==> src/rtl/clk_period_meter.sv <==
// clk_period_meter: measures the period of a slow asynchronous clock in MASTER_CLK cycles.
// Define PERIOD_AVG4_EN to average over four consecutive periods instead of one.
module clk_period_meter #(
    parameter int              CNT_W       = 33,
    parameter longint unsigned TIMEOUT_CYC = 64'd4294967296
) (
    input  logic             MASTER_CLK,
    input  logic             RST_N,
    input  logic             MEAS_CLK_IN,
    input  logic             START,
    output logic             BUSY,
    output logic             VALID,
    output logic [CNT_W-1:0] PERIOD,
    output logic             TIMEOUT_ERR
);
    localparam int             TW      = $clog2(TIMEOUT_CYC + 1);
    localparam logic [TW-1:0]  WT_LAST = TW'(TIMEOUT_CYC - 1);
    localparam logic [CNT_W-1:0] CNT_MAX = {CNT_W{1'b1}};

    typedef enum logic [2:0] {IDLE, ARM, COUNT, DONE, TOUT} state_t;

    state_t           state_q, state_d;
    logic [1:0]       rst_sync_q;
    logic [2:0]       sync_q;
    logic [CNT_W-1:0] cnt_q, cnt_d;
    logic [TW-1:0]    wt_q, wt_d;
    logic [CNT_W-1:0] period_q, period_d;
    logic             busy_q, valid_q, tout_q;
    logic             rise;
    logic             rst_int_n;

`ifdef PERIOD_AVG4_EN
    localparam int SW = CNT_W + 2;
    logic [SW-1:0] sum_q, sum_d, tot;
    logic [1:0]    edg_q, edg_d;
`endif

    // Reset asserts asynchronously but is released in step with MASTER_CLK
    always_ff @(posedge MASTER_CLK or negedge RST_N) begin
        if (!RST_N) rst_sync_q <= 2'b00;
        else        rst_sync_q <= {rst_sync_q[0], 1'b1};
    end

    assign rst_int_n = rst_sync_q[1];
    assign rise      = sync_q[1] & ~sync_q[2];

    always_comb begin
        state_d  = state_q;
        cnt_d    = cnt_q;
        wt_d     = wt_q;
        period_d = period_q;
`ifdef PERIOD_AVG4_EN
        sum_d    = sum_q;
        edg_d    = edg_q;
        tot      = sum_q + SW'(cnt_q);
`endif
        case (state_q)
            IDLE: begin
                if (START) begin
                    state_d = ARM;
                    wt_d    = '0;
                end
            end
            ARM: begin
                if (rise) begin
                    state_d = COUNT;
                    cnt_d   = CNT_W'(1);
                    wt_d    = '0;
`ifdef PERIOD_AVG4_EN
                    sum_d   = '0;
                    edg_d   = '0;
`endif
                end else if (wt_q == WT_LAST) begin
                    state_d = TOUT;
                end else begin
                    wt_d = wt_q + TW'(1);
                end
            end
            COUNT: begin
                if (rise) begin
`ifdef PERIOD_AVG4_EN
                    if (edg_q == 2'd3) begin
                        period_d = CNT_W'(tot >> 2);
                        state_d  = DONE;
                    end else begin
                        sum_d = tot;
                        edg_d = edg_q + 2'd1;
                        cnt_d = CNT_W'(1);
                        wt_d  = '0;
                    end
`else
                    period_d = cnt_q;
                    state_d  = DONE;
`endif
                end else if (wt_q == WT_LAST) begin
                    state_d = TOUT;
                end else begin
                    wt_d  = wt_q + TW'(1);
                    cnt_d = (cnt_q == CNT_MAX) ? cnt_q : cnt_q + CNT_W'(1);
                end
            end
            DONE:    state_d = IDLE;
            TOUT:    state_d = IDLE;
            default: state_d = IDLE;
        endcase
    end

    always_ff @(posedge MASTER_CLK or negedge rst_int_n) begin
        if (!rst_int_n) begin
            state_q  <= IDLE;
            sync_q   <= '0;
            cnt_q    <= '0;
            wt_q     <= '0;
            period_q <= '0;
            busy_q   <= 1'b0;
            valid_q  <= 1'b0;
            tout_q   <= 1'b0;
        end else begin
            state_q  <= state_d;
            sync_q   <= {sync_q[1:0], MEAS_CLK_IN};
            cnt_q    <= cnt_d;
            wt_q     <= wt_d;
            period_q <= period_d;
            busy_q   <= state_d != IDLE;
            valid_q  <= state_d == DONE;
            tout_q   <= state_d == TOUT;
        end
    end

`ifdef PERIOD_AVG4_EN
    always_ff @(posedge MASTER_CLK or negedge rst_int_n) begin
        if (!rst_int_n) begin
            sum_q <= '0;
            edg_q <= '0;
        end else begin
            sum_q <= sum_d;
            edg_q <= edg_d;
        end
    end
`endif

    assign BUSY        = busy_q;
    assign VALID       = valid_q;
    assign PERIOD      = period_q;
    assign TIMEOUT_ERR = tout_q;
endmodule

==> config.mk <==
export PLATFORM = sky130hd
export DESIGN_NAME = clk_period_meter
export DESIGN_NICKNAME = d
export VERILOG_FILES = /design/src/rtl/clk_period_meter.sv
export SDC_FILE = /design/constraint.sdc
export NUM_CORES = 1
export LEC_CHECK = 0
export BUFFER_PORTS_ARGS = -buffer_cell sky130_fd_sc_hd__buf_4
export CORE_ASPECT_RATIO = 0.7
export CORE_UTILIZATION = 25
export CTS_CLUSTER_DIAMETER = 80
export DETAILED_ROUTE_END_ITERATION = 10
export GPL_TIMING_DRIVEN = 0
export PLACE_DENSITY_LB_ADDON = 0.2
export SYNTH_ARGS = -nofsm -noshare
export SYNTH_HDL_FRONTEND = slang
export SYNTH_SLANG_ARGS = --single-unit
==> constraint.sdc <==
create_clock -name MASTER_CLK -period 4.25 [get_ports MASTER_CLK]
set_input_delay 0.2125 -clock MASTER_CLK [delete_from_list [all_inputs] [get_ports MASTER_CLK]]
set_output_delay 0.2125 -clock MASTER_CLK [all_outputs]
set_load 0.005 [all_outputs]
# Word-level counts from Yosys, hierarchy flattened
# Index checks and enable logic that the tools add are counted.
[totals]
register_bits = 110
n_memories = 0
ram_bits = 0
latch_bits = 0
romBits = 0
[op_classes]
muxes = 15
shifts = 0
n_addsub = 2
n_lt_le_gt_ge = 0
eq_ne = 11
bitwise_logic = 2
div_mod_pow = 0
mul = 0
reduce_logical = 7
[op_table]
columns = ["op", "n"]
rows = [
  ["$mux 33", 8],
  ["$pmux 33 s3", 1],
  ["$add 33x1->33 const B", 2],
  ["$pmux 33 s2", 1],
  ["$eq 33x32->1 const B", 1],
  ["$eq 33x33->1 const B", 1],
  ["$mux 3", 4],
  ["$ne 2x2->1 const B", 5],
  ["$pmux 3 s3", 1],
  ["$eq 3x2->1 const B", 2],
  ["$reduce_bool 3->1", 2],
  ["$reduce_and 5->1", 1],
  ["$eq 3x1->1 const B", 1],
  ["$eq 3x3->1 const B", 1],
  ["$logic_not 3->1", 1],
  ["$reduce_and 3->1", 1],
  ["$reduce_and 2->1", 1],
  ["$reduce_bool 2->1", 1],
  ["$and 1x1->1", 1],
  ["$not 1->1", 1],
]

# Logic depth before layout (Yosys ltp)
[logic_depth]
word_depth = 5
mapped_depth = 11
depth_no_buf = 10

# Worst setup path before layout
# Ideal clock, no wire load.
[synth_path]
path_type = "flip-flop to flip-flop"
start = "register cnt_q[18]"
end = "register cnt_q[30]"
setup_time_ns = 0.078
path_stages_with_launch = 11
slack_ns = 1.627
period_less_slack_ns = 2.623
arrival_time_ns = 2.545
required_time_ns = 4.172
n_path_buf = 1
cell_sequence = "dfrtp_1 > and4_1 > and3_1 > clkbuf_1 > nand3_1 > nor2_1 > ha_1 > o31ai_4 > nand4_2 > or4_1 > a21oi_1"
[synth_between]
elab_chain_len = 5
word_cells_on_any_way = 8
[synth_lines]
columns = ["element", "line_no", "source"]
rows = [
  ["from (decl)", "25", "logic [CNT_W-1:0] cnt_q, cnt_d;"],
  ["from (signal assigned)", "121", "cnt_q <= cnt_d;"],
  ["$add 33x1->33", "99", "cnt_d = (cnt_q == CNT_MAX) ? cnt_q : cnt_q + CNT_W'(1);"],
  ["$mux 33", "99", ""],
  ["$mux 33", "95", "end else if (wt_q == WT_LAST) begin"],
  ["$mux 33", "80", "if (rise) begin"],
  ["$pmux 33 s2", "57", "case (state_q)"],
]
# Several ways; a longest one is shown, not always the timed one. The select of a mux whose other input is x is not followed.
# A chain may end at the register's enable or synchronous reset.

# Final worst setup path
[layout_path]
start = "register cnt_q[19]"
end = "register cnt_q[8]"
[layout_between]
elab_chain_len = 3
[layout_lines]
columns = ["element", "line_no"]
rows = [
  ["$eq 33x33->1", "99"],
  ["$ne 2x2->1 (no line)", "-"],
  ["$reduce_and 5->1 (no line)", "-"],
]
# No other way between the ends.

==> impl_metrics.csv <==
group,metric,value,unit
critical_path,crit_family,"simple AND/OR/NAND/NOR gates",
final_layout,fillers,2296,
clocking,clk_pin_slew,0.08,ns
clocking,cts.sinks,110,
pwr,power_frac_comb,22.7,%
synth,synthTopCellsByArea,"dfrtp_1 (48%), nand2_1 (9.0%), or4_1 (4.3%)",
sta,worst_pin_slew,0.705,ns
final_layout,final_cell_count_no_fill,981,
sta,rsz0062_at_grt,"false",
sta,slew_violations,0,
final_layout,drive_above_1_share,13.0,%
route,antenna_left,0,
critical_path,crit_arrival,3.55,ns
clocking,clk_latency,0.36,ns
clocking,clk_path_buf_depth,2,
sta,skew,0.0113,ns
synth,ys_warn_count,0,
synth,synth.avg_cell_area,9.22,µm²
synth,synthArstFlopShare,100,%
floorplanning,io_pins,40,
final_layout,multi_input_area,0.00274,mm²
sta,hold_viol,0,
pwr,power.switching,934,µW
pwr,power.share.clock,31.8,%
pwr,vdd_ir_drop_max,0.214,mV
synth,synthAdderAreaFrac,0.659,%
pwr,power.total,2.65,mW
sta,fmax,300,MHz
floorplanning,die_w,182,µm
route,wl_per_cell,16.9,µm
pwr,p_per_area,395,mW/mm²
clocking,htree_levels,3,
synth,synth_top_area_share,48.3,%
critical_path,path_class,"reg -> reg",
route,wirelength,16.6,mm
pwr,leakagePower,2.85,nW
synth,yosysTopAreaCell,"dfrtp_1",
clocking,tritoncts,"built",
critical_path,cp-start-kind,"flip-flop",
status,status,"finished, final reports clean",
final_layout,nets,678,
synth,synth_mux_area_share,2.11,%
grt,grt_pass1_wl,27.3,mm
grt,grt_max_degree,68,
sta,slew_headroom,52.6,%
route,dr.pass1.iters,5,
route,drc_errors,0,
placement,place_inst,963,
synth,ys.flop_type,"dfrtp_1",
critical_path,endpoint_kind,"flip-flop",
floorplanning,fp-row-count,45,
synth,synth_top_family_by_area,"simple AND/OR/NAND/NOR gates",
synth,synth_area,0.00570,mm²
synth,synth_edf_count,0,
critical_path,path_buf_inv,2,
placement,hpwl,11.9,mm
final_layout,layout_common_cells,"nand2_1 (137), dfrtp_1 (109), a21oi_1 (47)",
sta,final.min_clock_period,3.33,ns
synth,syn-num-nets,625,
pwr,p_seq_share,45.6,%
synth,synth-simple-area-share,31.7,%
floorplanning,die_area,0.0234,mm²
placement,port_buffers,39,
final_layout,area_growth_syn_to_layout,17.7,%
placement,gp_congestion,0.811,
grt,grt_overflow,0,
synth,synth_cells,618,
final_layout,seq_area,0.00276,mm²
synth,yosysSeqAreaShare,48.3,%
synth,synth_cell_type_count,60,
critical_path,worstPathCellList,"and4_1 > and3_1 > clkbuf_1 > nand3_1 > nor2_1 > ha_1 > o31ai_4 > nand2_1 > clkbuf_1 > o31ai_1 > a21oi_1",
grt,grt_pass1_vias,4902,
clocking,cts-resized-gates,0,
sta,fin_crit_sh,78.4,%
route,drt_iter0_drc,475,
clocking,root_buffer,"clkbuf_16",
synth,synth-compound-area-share,13.6,%
pwr,p_sw_share,35.3,%
pwr,intPower,1.71,mW
grt,grt_use_total,14.9,%
route,vias,5022,
critical_path,cpMostUsedCell,"clkbuf_1",
sta,finalSetupViolCount,0,
floorplanning,start_util,25.9,%
floorplanning,die_height,128,µm
synth,synth_xor_area_share,0,%
final_layout,fin_area,0.00671,mm²
final_layout,final_common_cell,"nand2_1",
placement,placed_cell_area,0.00640,mm²
critical_path,crit_slowest_cell,"o31ai_4",
synth,synth_seq_cells,110,
grt,antenna_found_initial,0,
route,vias_per_cell,5.12,
clocking,cts_buffers,9,
final_layout,diodes,0,
critical_path,crit_fanout,10,
job,cap_viol_max_count,0,
floorplanning,core-area,0.0220,mm²
critical_path,slowest_delay,0.52,ns
min_path,min_path_type,"in -> async",
sta,hold_slack,0.170,ns
critical_path,required,4.47,ns
[flip-flops by register name, indices dropped and copies added, names as in the netlist]
register / count
TIMEOUT_ERR: 1
sync_q: 3
BUSY: 1
cnt_q: 33
wt_q: 33
VALID: 1
rst_sync_q: 2
state_q: 3
PERIOD: 33
[power groups by stage]
stage                     registers, mW  clock network (mW)  logic [mW]
after global placement             1.24                   0       0.564
after floorplan                    1.21                   0       0.381
final                              1.21               0.840       0.600
after CTS                          1.21               0.868       0.599
after detailed placement           1.22                   0       0.596
after global routing               1.22               0.897       0.664
[path summary, 6_finish.rpt]
path | slack (ns) | start | end | cells past startpoint
worst max-delay path | 0.92 | cnt_q[19] | cnt_q[8] | 11
worst min-delay path | 0.17 | RST_N | rst_sync_q[1] | 2
worst max register to register | 0.92 | cnt_q[19] | cnt_q[8] | 11
worst min register to register | 0.34 | rst_sync_q[1] | PERIOD[32] | 0
max in group asynchronous | 3.16 | rst_sync_q[1] | sync_q[2] | 1
min in group MASTER_CLK | 0.26 | START | state_q[0] | 5
[layer usage]
layer / vias to the layer above / part of all wire, % / GRT usage, %
li1: 2381 / - / -
met1: 2474 / 54 / 23.4
met2: 155 / 40 / 20.4
met3: 12 / 6.0 / 2.78
met4: 0 / 0.77 / 4.00
met5: - / 0 / 0
[stage by stage]
stage	TNS (ns)	setup WS [ns]	utilization, %
finish	0	0.917	30.5
global placement	-59.61	-0.561	29.0
floorplan	0	0.959	-
global route	0	0.581	30.5
detailed placement	0	0.940	29.1
CTS	0	0.927	30.5
[cell families (layout without fill, tap and decap cells)]
| logic type | Yosys count | in the layout |
|---|---|---|
| AO/OA/AOI/OAI | 119 | 119 |
| adder cells (fa/ha/maj) | 3 | 3 |
| buffers and inverters | 43 | 101 |
| flip-flops | 110 | 110 |
| multiplexers | 12 | 12 |
| other | 1 | 1 |
| AND/OR/NAND/NOR | 330 | 330 |
[layout make-up]
class,count,area share [%]
Clock inverter,7,0.840
Sequential cell,110,41.1
Clock buffer,9,3.36
Multi-Input combinational cell,465,40.9
Inverter,7,0.392
Timing Repair Buffer,42,5.07
Tap cell,305,5.69
Buffer,36,2.65
[cells in the mapped netlist (all sizes together), types with 3 or more instances]
| library cell | n |
|---|---|
| or3 | 10 |
| nand4 | 18 |
| nor4 | 14 |
| mux2i | 12 |
| o31ai | 33 |
| and4 | 4 |
| o21a | 6 |
| clkbuf | 24 |
| nand2b | 14 |
| a31oi | 4 |
| nand3 | 39 |
| nor2 | 21 |
| a21oi | 47 |
| dfrtp | 110 |
| o21ai | 13 |
| and2 | 3 |
| nor4b | 7 |
| and3 | 8 |
| nor3 | 10 |
| inv | 7 |
| buf | 12 |
| or4 | 34 |
| ha | 3 |
| nand2 | 137 |
[timing repair]
action / 4_1_cts / 5_1_grt
hold buffers: 2 / 0
endpoints found under the hold margin: 3 / 0
setup buffers: 0 / 0
Power figures use the tool's default switching activity.
